<file path="src/rtl/fibonacci_pkg.sv">
// Shared types and defaults for the Fibonacci stream source.
package fibonacci_pkg;

  typedef enum logic [1:0] {
    IDLE = 2'd0,
    RUN  = 2'd1,
    DONE = 2'd2
  } state_e;

  localparam int DEF_WIDTH = 12;
  localparam int DEF_IDX_W = 8;

endpackage

</file>
<file path="src/rtl/fib_core.sv">
// Term datapath: holds the current/next terms and a sticky flag marking that
// the next term no longer fits in WIDTH bits.
module fib_core
  import fibonacci_pkg::*;
#(
  parameter int WIDTH = DEF_WIDTH
) (
  input  logic             clk,
  input  logic             rst,
  input  logic             load,
  input  logic             adv,
  input  logic [WIDTH-1:0] seed0,
  input  logic [WIDTH-1:0] seed1,
  output logic [WIDTH-1:0] prev,
  output logic             cur_ovf
);

  logic [WIDTH-1:0] cur;
  logic [WIDTH:0]   sum;

  assign sum = {1'b0, prev} + {1'b0, cur};

  always_ff @(posedge clk or negedge rst) begin
    if (!rst) begin
      prev    <= '0;
      cur     <= '0;
      cur_ovf <= 1'b0;
    end else if (load) begin
      prev    <= seed0;
      cur     <= seed1;
      cur_ovf <= 1'b0;
    end else if (adv) begin
      prev    <= cur;
      cur     <= sum[WIDTH-1:0];
      cur_ovf <= cur_ovf | sum[WIDTH];
    end
  end

endmodule

</file>
<file path="src/rtl/fibonacci_stream.sv">
// Fibonacci-type term source with valid/ready output, term-count limit and
// overflow handling (stop or wrap).
module fibonacci_stream
  import fibonacci_pkg::*;
#(
  parameter int WIDTH     = DEF_WIDTH,
  parameter int IDX_W     = DEF_IDX_W,
  parameter int WRAP_MODE = 0
) (
  input  logic             clk,
  input  logic             rst,
  input  logic             enb,
  input  logic             start,
  input  logic [WIDTH-1:0] seed0,
  input  logic [WIDTH-1:0] seed1,
  input  logic [IDX_W-1:0] n_terms,
  output logic             out_valid,
  input  logic             out_ready,
  output logic [WIDTH-1:0] fibout,
  output logic [IDX_W-1:0] idx,
  output logic             busy,
  output logic             done,
  output logic             ovf
);

  state_e           state, state_nxt;
  logic [IDX_W-1:0] cnt, term_lim;
  logic [WIDTH-1:0] prev;
  logic             cur_ovf;
  logic             load, accept, lim_hit, ovf_stop, adv, ovf_set;

  assign load     = enb & start;
  assign accept   = out_valid & out_ready & enb;
  assign lim_hit  = (term_lim != '0) && (cnt == term_lim - IDX_W'(1));
  assign ovf_stop = cur_ovf && (WRAP_MODE == 0);

  fib_core #(.WIDTH(WIDTH)) u_core (
    .clk     (clk),
    .rst     (rst),
    .load    (load),
    .adv     (adv),
    .seed0   (seed0),
    .seed1   (seed1),
    .prev    (prev),
    .cur_ovf (cur_ovf)
  );

  always_ff @(posedge clk or negedge rst) begin
    if (!rst) state <= IDLE;
    else      state <= state_nxt;
  end

  // start beats a same-cycle accept; count termination beats overflow.
  always_comb begin
    state_nxt = state;
    if (load)
      state_nxt = RUN;
    else if (accept && (lim_hit || ovf_stop))
      state_nxt = DONE;
  end

  always_comb begin
    out_valid = (state == RUN) & enb;
    busy      = (state == RUN);
    done      = (state == DONE);
    adv       = accept & ~load & ~lim_hit & ~ovf_stop;
    ovf_set   = accept & ~load & ~lim_hit & cur_ovf;
  end

  always_ff @(posedge clk or negedge rst) begin
    if (!rst) begin
      cnt      <= '0;
      term_lim <= '0;
      ovf      <= 1'b0;
    end else if (load) begin
      cnt      <= '0;
      term_lim <= n_terms;
      ovf      <= 1'b0;
    end else begin
      if (adv)     cnt <= cnt + IDX_W'(1);
      if (ovf_set) ovf <= 1'b1;
    end
  end

  assign fibout = prev;
  assign idx    = cnt;

endmodule
</file>
<file path="config.mk">
export PLATFORM = sky130hd
export DESIGN_NAME = fibonacci_stream
export DESIGN_NICKNAME = d
export VERILOG_FILES = /design/src/rtl/fibonacci_pkg.sv /design/src/rtl/fib_core.sv /design/src/rtl/fibonacci_stream.sv
export SDC_FILE = /design/constraint.sdc
export NUM_CORES = 1
export LEC_CHECK = 0
export ABC_CLOCK_PERIOD_IN_PS = 7600
export CORE_MARGIN = 2
export CORE_UTILIZATION = 55
export DETAILED_ROUTE_END_ITERATION = 10
export PLACE_DENSITY = 0.86
export SETUP_SLACK_MARGIN = 0.2
export SLEW_MARGIN = 20
export SYNTH_ARGS = -nofsm -noshare
export SYNTH_HDL_FRONTEND = slang
export SYNTH_SLANG_ARGS = --single-unit
</file>
<file path="constraint.sdc">
create_clock -name clk -period 7.6 [get_ports clk]
set_input_delay 1.52 -clock clk [delete_from_list [all_inputs] [get_ports clk]]
set_output_delay 1.52 -clock clk [all_outputs]
set_load 0.005 [all_outputs]
</file>
==> results.ini, run 1 <==
[clock_tree]
cts_setup_buffers = 0
cts_tree = done
numCtsBuffers = 5
clock_latency_ns = 0.30
clkTransAtPathRegs_ns = 0.08
cts_buffer_depth = 2
ctsHoldBuffers = 0
cts.sinks = 44
h-tree-depth = 2
root_buffer = clkbuf_8
cts_resized = 0

[place]
gp_congestion = 0.855
dp_hpwl_mm = 4.49
placed_area_um2 = 3410
preCtsSetupSlack_ns = 3.42
portBuffers = 60

[sta]
slew_violations = 0
fmax_mhz = 239
setup_viol = 0
setup_tns_ns = 0
hold_violations = 0
max_slew_margin = 0.511
fin_skew_ns = 0.00550
layout_setup_ws_ns = 3.41
rsz0062_at_grt = no
finalCriticalPeriod_ns = 4.19
finalCritPeriodShare = 0.551
max_slew.worst_pin.slew_ns = 0.729
whs_ns = 0.507

[pwr]
ir_drop_uv = 165
leakage_nw = 1.54
total_power_mw = 0.889
p_per_area_nw_per_um2 = 254

[floorplanning]
die_area_um2 = 5650
die_y_um = 75.2
core_area_um2 = 4820
ios = 61
fp-row-count = 25
initial_core_util = 0.578
die_x_um = 75.2

[detailed_routing]
wl_met2_mm = 3.05
drtIter0Drc = 90
routed_wl_mm = 6.34
antenna_left = 0
wl_per_cell_um = 15.1
first_pass_iters = 4
route.detailed.drc = 0
wl_met3_um = 240
wl_met1_mm = 2.93
routed-via-count = 2370
vias_per_cell = 5.63
topRoutingLayerUsed = met4

[final_layout]
final_common_cell = clkdlybuf4s50_1
area_growth_pct = 25.7
drive_gt1_frac = 0.0565
fin_nets = 405
n_antenna_cell = 0
final_cell_mix = clkdlybuf4s50_1, dfrtp_1, nand2_1
stdcell_area_um2 = 3500

[setup_path]
arrival_ns = 2.67
startpoint_type = input port
timing.rr.start = term_lim[0]$_DFFE_PN0P_
reg2reg_depth = 10
worstPathMaxFanout = 3
crit_top_cell = clkdlybuf4s50_1
regToRegEndpoint = idx[0]$_DFFE_PN0P_
reg2reg_slack_ns = 4.21
slowest_stage = clkdlybuf4s50_1
end_kind = output pin
critPathKind = input port to output pin
cp.required_ns = 6.08
critPathMaxStageDelay_ns = 0.51
path_cells = clkdlybuf4s50_1, and2_1, clkdlybuf4s50_1

[yosys]
synth_nets = 349
synth_top_family_by_area = compound AO/OA/AOI/OAI gates
synth_warnings = 0
synth_mux_area_frac = 0.0189
synth_compound_area_frac = 0.250
yosys_most_used_dff = dfrtp_1
synth-seq-cells = 44
synth_xor_area_frac = 0.0535
async_flop_share = 1.00
synth-adder-area-share = 0.0701
avgSynthCellArea_um2 = 9.38
synth_enable_flop_cells = 0
synth_cell_types = 54
syn_area_um2 = 2790
yosysSeqAreaShare = 0.395
yosys.area_share.simple = 0.170
synthCells = 297

[grt]
antenna_found_initial = 0
grt_max_degree = 49
grt_pass1_wl_mm = 10.6
overflow = 0
gr-usage-all-layers = 0.246
grt_pass1_vias = 2276

[min_path]
hp-start = state[0]$_DFFE_PN0P_
hold_class = register to register
holdPathStages = 1
holdPathEnd = state[0]$_DFFE_PN0P_

[job]
cap_viol_max_count = 0

[status]
status = finished, final reports clean

[stage by stage]
stage | util | std cells
after floorplan | - | 297
after global placement | 0.708 | 413
after detailed placement | 0.708 | 413
after CTS | 0.726 | 421
after global routing | 0.727 | 421
final | 0.727 | 421
[worst max path at each step]
stage	end	startpoint	cells after the start	slack, ns
2_1_floorplan	out_valid	enb	1	4.43
4_1_cts	out_valid	enb	3	3.42
5_1_grt	out_valid	enb	3	3.38
3_3_place_gp	out_valid	enb	3	3.44
3_5_place_dp	out_valid	enb	3	3.42
6_report	out_valid	enb	3	3.41
[per-layer routing]
| metal | vias to the layer above | track usage |
|---|---|---|
| met5 | - | 0 |
| met3 | 10 | 0.0509 |
| met4 | 0 | 0.0955 |
| met1 | 1126 | 0.329 |
| met2 | 45 | 0.396 |
| li1 | 1189 | - |
[area by class of cell]
type	count	area [um2]
inverter	13	48.8
clock buffer	8	90.1
timing repair buffer	62	613
tap	67	83.8
fill	380	1320
sequential	44	1100
multi-input combinational	227	1570
[report_power, final]
group | internal (mW) | total [mW] | leakage, nW | switching [mW]
clock | 0.0743 | 0.155 | 0.0455 | 0.0806
combinational | 0.209 | 0.402 | 0.946 | 0.193
sequential | 0.283 | 0.332 | 0.547 | 0.0490
[state kept, by name, summed over array words and instances, names as in the netlist]
name,cells
u_core.cur,12
u_core.prev,12
idx,8
term_lim,8
state,2
ovf,1
u_core.cur_ovf,1
[cell families after synthesis]
group	Yosys count
AO/OA/AOI/OAI	95
XOR/XNOR	17
adder cells (fa/ha/maj)	15
buffers and inverters	26
flip-flops	44
multiplexers	5
AND/OR/NAND/NOR	95
[worst max-delay path: cells and delay by family]
kind	cells	cell delay, ns
AND/OR/NAND/NOR	1	0.15
buffers and inverters	2	1.00
[cells in the mapped netlist (4+ instances only)]
library cell	count	area, um2
a21oi_1	12	60.1
xor2_1	8	70.1
a211oi_1	7	52.6
o21ai_0	16	80.1
a21o_1	20	150
nor2b_1	8	50.1
nor2_1	17	63.8
o31ai_1	4	30.0
xnor2_1	9	78.8
nand2_1	36	135
ha_1	14	175
a22o_1	13	114
inv_1	13	48.8
dfrtp_1	44	1100
nor3_1	11	55.1
clkbuf_1	7	26.3
nand3_1	4	20.0
(Power assumes the default switching activity.)
==> run 2, diff against run 1 <==
Settings changed: ABC_CLOCK_PERIOD_IN_PS 7600 to 3800, CORE_UTILIZATION 55 to 46, PLACE_DENSITY 0.86 to 0.77.
Clock period 7.6 ns to 3.8 ns, I/O delays scaled along.
==> run 2 against run 1 <==
  * Via count increased by 0.68%
  * Critical path depth rose by 5
  * Highest routed layer unchanged
  * Cell area is 0.71% higher
  * Clock power is 98% higher
  * Largest cell class unchanged
  * Clock skew increased by 0.0014 ns
  * Critical endpoint is now idx[0]$_DFFE_PN0P_
  * First-iteration DRC count fell by 14%
==> results.ini, run 2 (synthesis gave the netlist of run 1 again) <==
[sta]
finalCriticalPeriod_ns = 3.17
fmax_mhz = 316
setup_viol = 0  ; unchanged
fin_skew_ns = 0.00692  ; was 0.00550 ns
layout_setup_ws_ns = 0.632  ; was 3.41 ns
max_slew.worst_pin.slew_ns = 1.02  ; was 0.729 ns
max_slew_margin = 0.321  ; was 0.511
finalCritPeriodShare = 0.834
setup_tns_ns = 0  ; unchanged
hold_violations = 0  ; unchanged
rsz0062_at_grt = no  ; unchanged
slew_violations = 0  ; unchanged

[detailed_routing]
routed_wl_mm = 6.31  ; was 6.34 mm
antenna_left = 0  ; unchanged
route.detailed.drc = 0  ; unchanged
vias_per_cell = 5.56  ; was 5.63
routed-via-count = 2386  ; was 2370
drtIter0Drc = 77  ; was 90
first_pass_iters = 4  ; unchanged
wl_per_cell_um = 14.7  ; was 15.1 um

[pwr]
leakage_nw = 1.55  ; was 1.54 nW
seqPwrFrac = 0.375  ; was 0.373
p_int_mw = 1.13  ; was 0.566 mW
power_frac_comb = 0.453  ; was 0.452
p_per_area_nw_per_um2 = 505  ; was 254 nW/um2
p_sw_frac = 0.366  ; was 0.363
p_clk_frac = 0.172  ; was 0.174
p_switching_mw = 0.651  ; was 0.323 mW
ir_drop_uv = 281  ; was 165 uV

[clock_tree]
root_buffer = clkbuf_8  ; unchanged
ctsHoldBuffers = 0  ; unchanged
h-tree-depth = 2  ; unchanged
clkTransAtPathRegs_ns = 0.08  ; about the same
cts_tree = done  ; unchanged
cts_buffer_depth = 2  ; unchanged
clock_latency_ns = 0.30  ; about the same
cts_resized = 0  ; unchanged
numCtsBuffers = 5  ; unchanged
cts_setup_buffers = 0  ; unchanged
cts.sinks = 44  ; unchanged

[setup_path]
critPathMaxStageDelay_ns = 0.55  ; was 0.51 ns
timing.rr.start = term_lim[0]$_DFFE_PN0P_  ; unchanged
crit_family = simple AND/OR/NAND/NOR gates  ; was buffers and inverters
regToRegEndpoint = idx[0]$_DFFE_PN0P_  ; unchanged
critical_path.startpoint = term_lim[0]$_DFFE_PN0P_  ; was enb
worstPathMaxFanout = 38  ; was 3
path_cells = or4_4, or4_1, and3_4, a2111oi_4, a21oi_2, buf_4, nor2_4, mux2_2  ; was clkdlybuf4s50_1, and2_1, clkdlybuf4s50_1
reg2reg_depth = 8  ; was 10
cp.required_ns = 4.04  ; was 6.08 ns
worst-path-stages = 8  ; was 3
critPathKind = register to register  ; was input port to output pin
path_buf_inv = 1  ; was 2
startpoint_type = register  ; was input port
arrival_ns = 3.41  ; was 2.67 ns
end_kind = register  ; was output pin
slowest_stage = or4_4  ; was clkdlybuf4s50_1
reg2reg_slack_ns = 0.63  ; was 4.21 ns

[final_layout]
final_common_cell = clkdlybuf4s50_1  ; unchanged
top_regs = u_core.cur x12, u_core.prev x12  ; unchanged
finalNonFillerCells = 429  ; was 421
utilization = 0.599  ; was 0.727
stdcell_area_um2 = 3530  ; was 3500 um2
final_cell_mix = clkdlybuf4s50_1, dfrtp_1, nand2_1  ; unchanged
area_growth_pct = 26.6  ; was 25.7%
fin_nets = 405  ; unchanged
n_antenna_cell = 0  ; unchanged
drive_gt1_frac = 0.0621  ; was 0.0565

[grt]
gr-usage-all-layers = 0.204  ; was 0.246
antenna_found_initial = 0  ; unchanged
overflow = 0  ; unchanged
grt_pass1_vias = 2395  ; was 2276
grt_pass1_wl_mm = 10.7  ; was 10.6 mm
grt_max_degree = 45  ; was 49

[place]
dp_cells = 421  ; was 413
portBuffers = 60  ; unchanged
gp_congestion = 0.801  ; was 0.855
dp_hpwl_mm = 4.61  ; was 4.49 mm
preCtsSetupSlack_ns = 0.652  ; was 3.42 ns
placed_area_um2 = 3430  ; was 3410 um2

[floorplanning]
fp-row-count = 28  ; was 25
die_area_um2 = 6690  ; was 5650 um2
die_x_um = 81.8  ; was 75.2 um
ios = 61  ; unchanged
core_area_um2 = 5890  ; was 4820 um2
die_y_um = 81.8  ; was 75.2 um
initial_core_util = 0.473  ; was 0.578

[status]
status = finished, final reports clean  ; unchanged

[min_path]
hold_class = input port to async pin  ; was register to register

[job]
cap_viol_max_count = 0  ; unchanged

-- run 2: how the worst max path moves through the flow --
stage,to,slack [ns]
after floorplan,u_core.prev[1]$_DFFE_PN0P_,1.00
after global placement,idx[0]$_DFFE_PN0P_,0.75
after detailed placement,idx[0]$_DFFE_PN0P_,0.65
after CTS,idx[0]$_DFFE_PN0P_,0.63
after global routing,idx[0]$_DFFE_PN0P_,0.49
final,idx[0]$_DFFE_PN0P_,0.63
-- run 2: worst reg2reg max path: cells and delay by family, from the launching register on --
family,cells,cell delay [ns]
AOI/OAI and AO/OA,2,0.62
and+or+nand+nor,4,1.57
buffers and inverters,1,0.28
DFF,1,0.43
muxes,1,0.22
-- run 2: final cells by class --
type                    instances  area (um2)
fillers                       534        2360
multi-input cells             227        1570
flip-flops and latches         44        1100
repair buffers                 62         626
well taps                      75        93.8
clock buffers                   6        82.6
inverters                      13        48.8
clock inverters                 2        10.0
-- run 2: per-stage QoR --
stage,power (mW),hold slack [ns]
floorplan,1.22,0.464
global placement,1.46,0.483
detailed placement,1.48,0.486
CTS,1.79,0.504
global route,1.93,0.492
finish,1.78,0.455
-- run 2: layer usage --
metal / wire length [um] / vias to the layer above / share of wire / track usage
li1: - / 1196 / - / -
met1: 2920 / 1142 / 0.46 / 0.254
met2: 3110 / 41 / 0.49 / 0.361
met3: 218 / 7 / 0.035 / 0.0407
met4: 70 / 0 / 0.011 / 0.0533
met5: 0 / - / 0 / 0
-- run 2: power groups by stage --
stage               Sequential (mW)  Clock [mW]  Combinational [mW]
floorplan                     0.649           0               0.576
global placement              0.672           0               0.786
detailed placement            0.674           0               0.805
CTS                           0.667       0.315               0.811
global route                  0.683       0.335               0.911
finish                        0.668       0.307               0.806
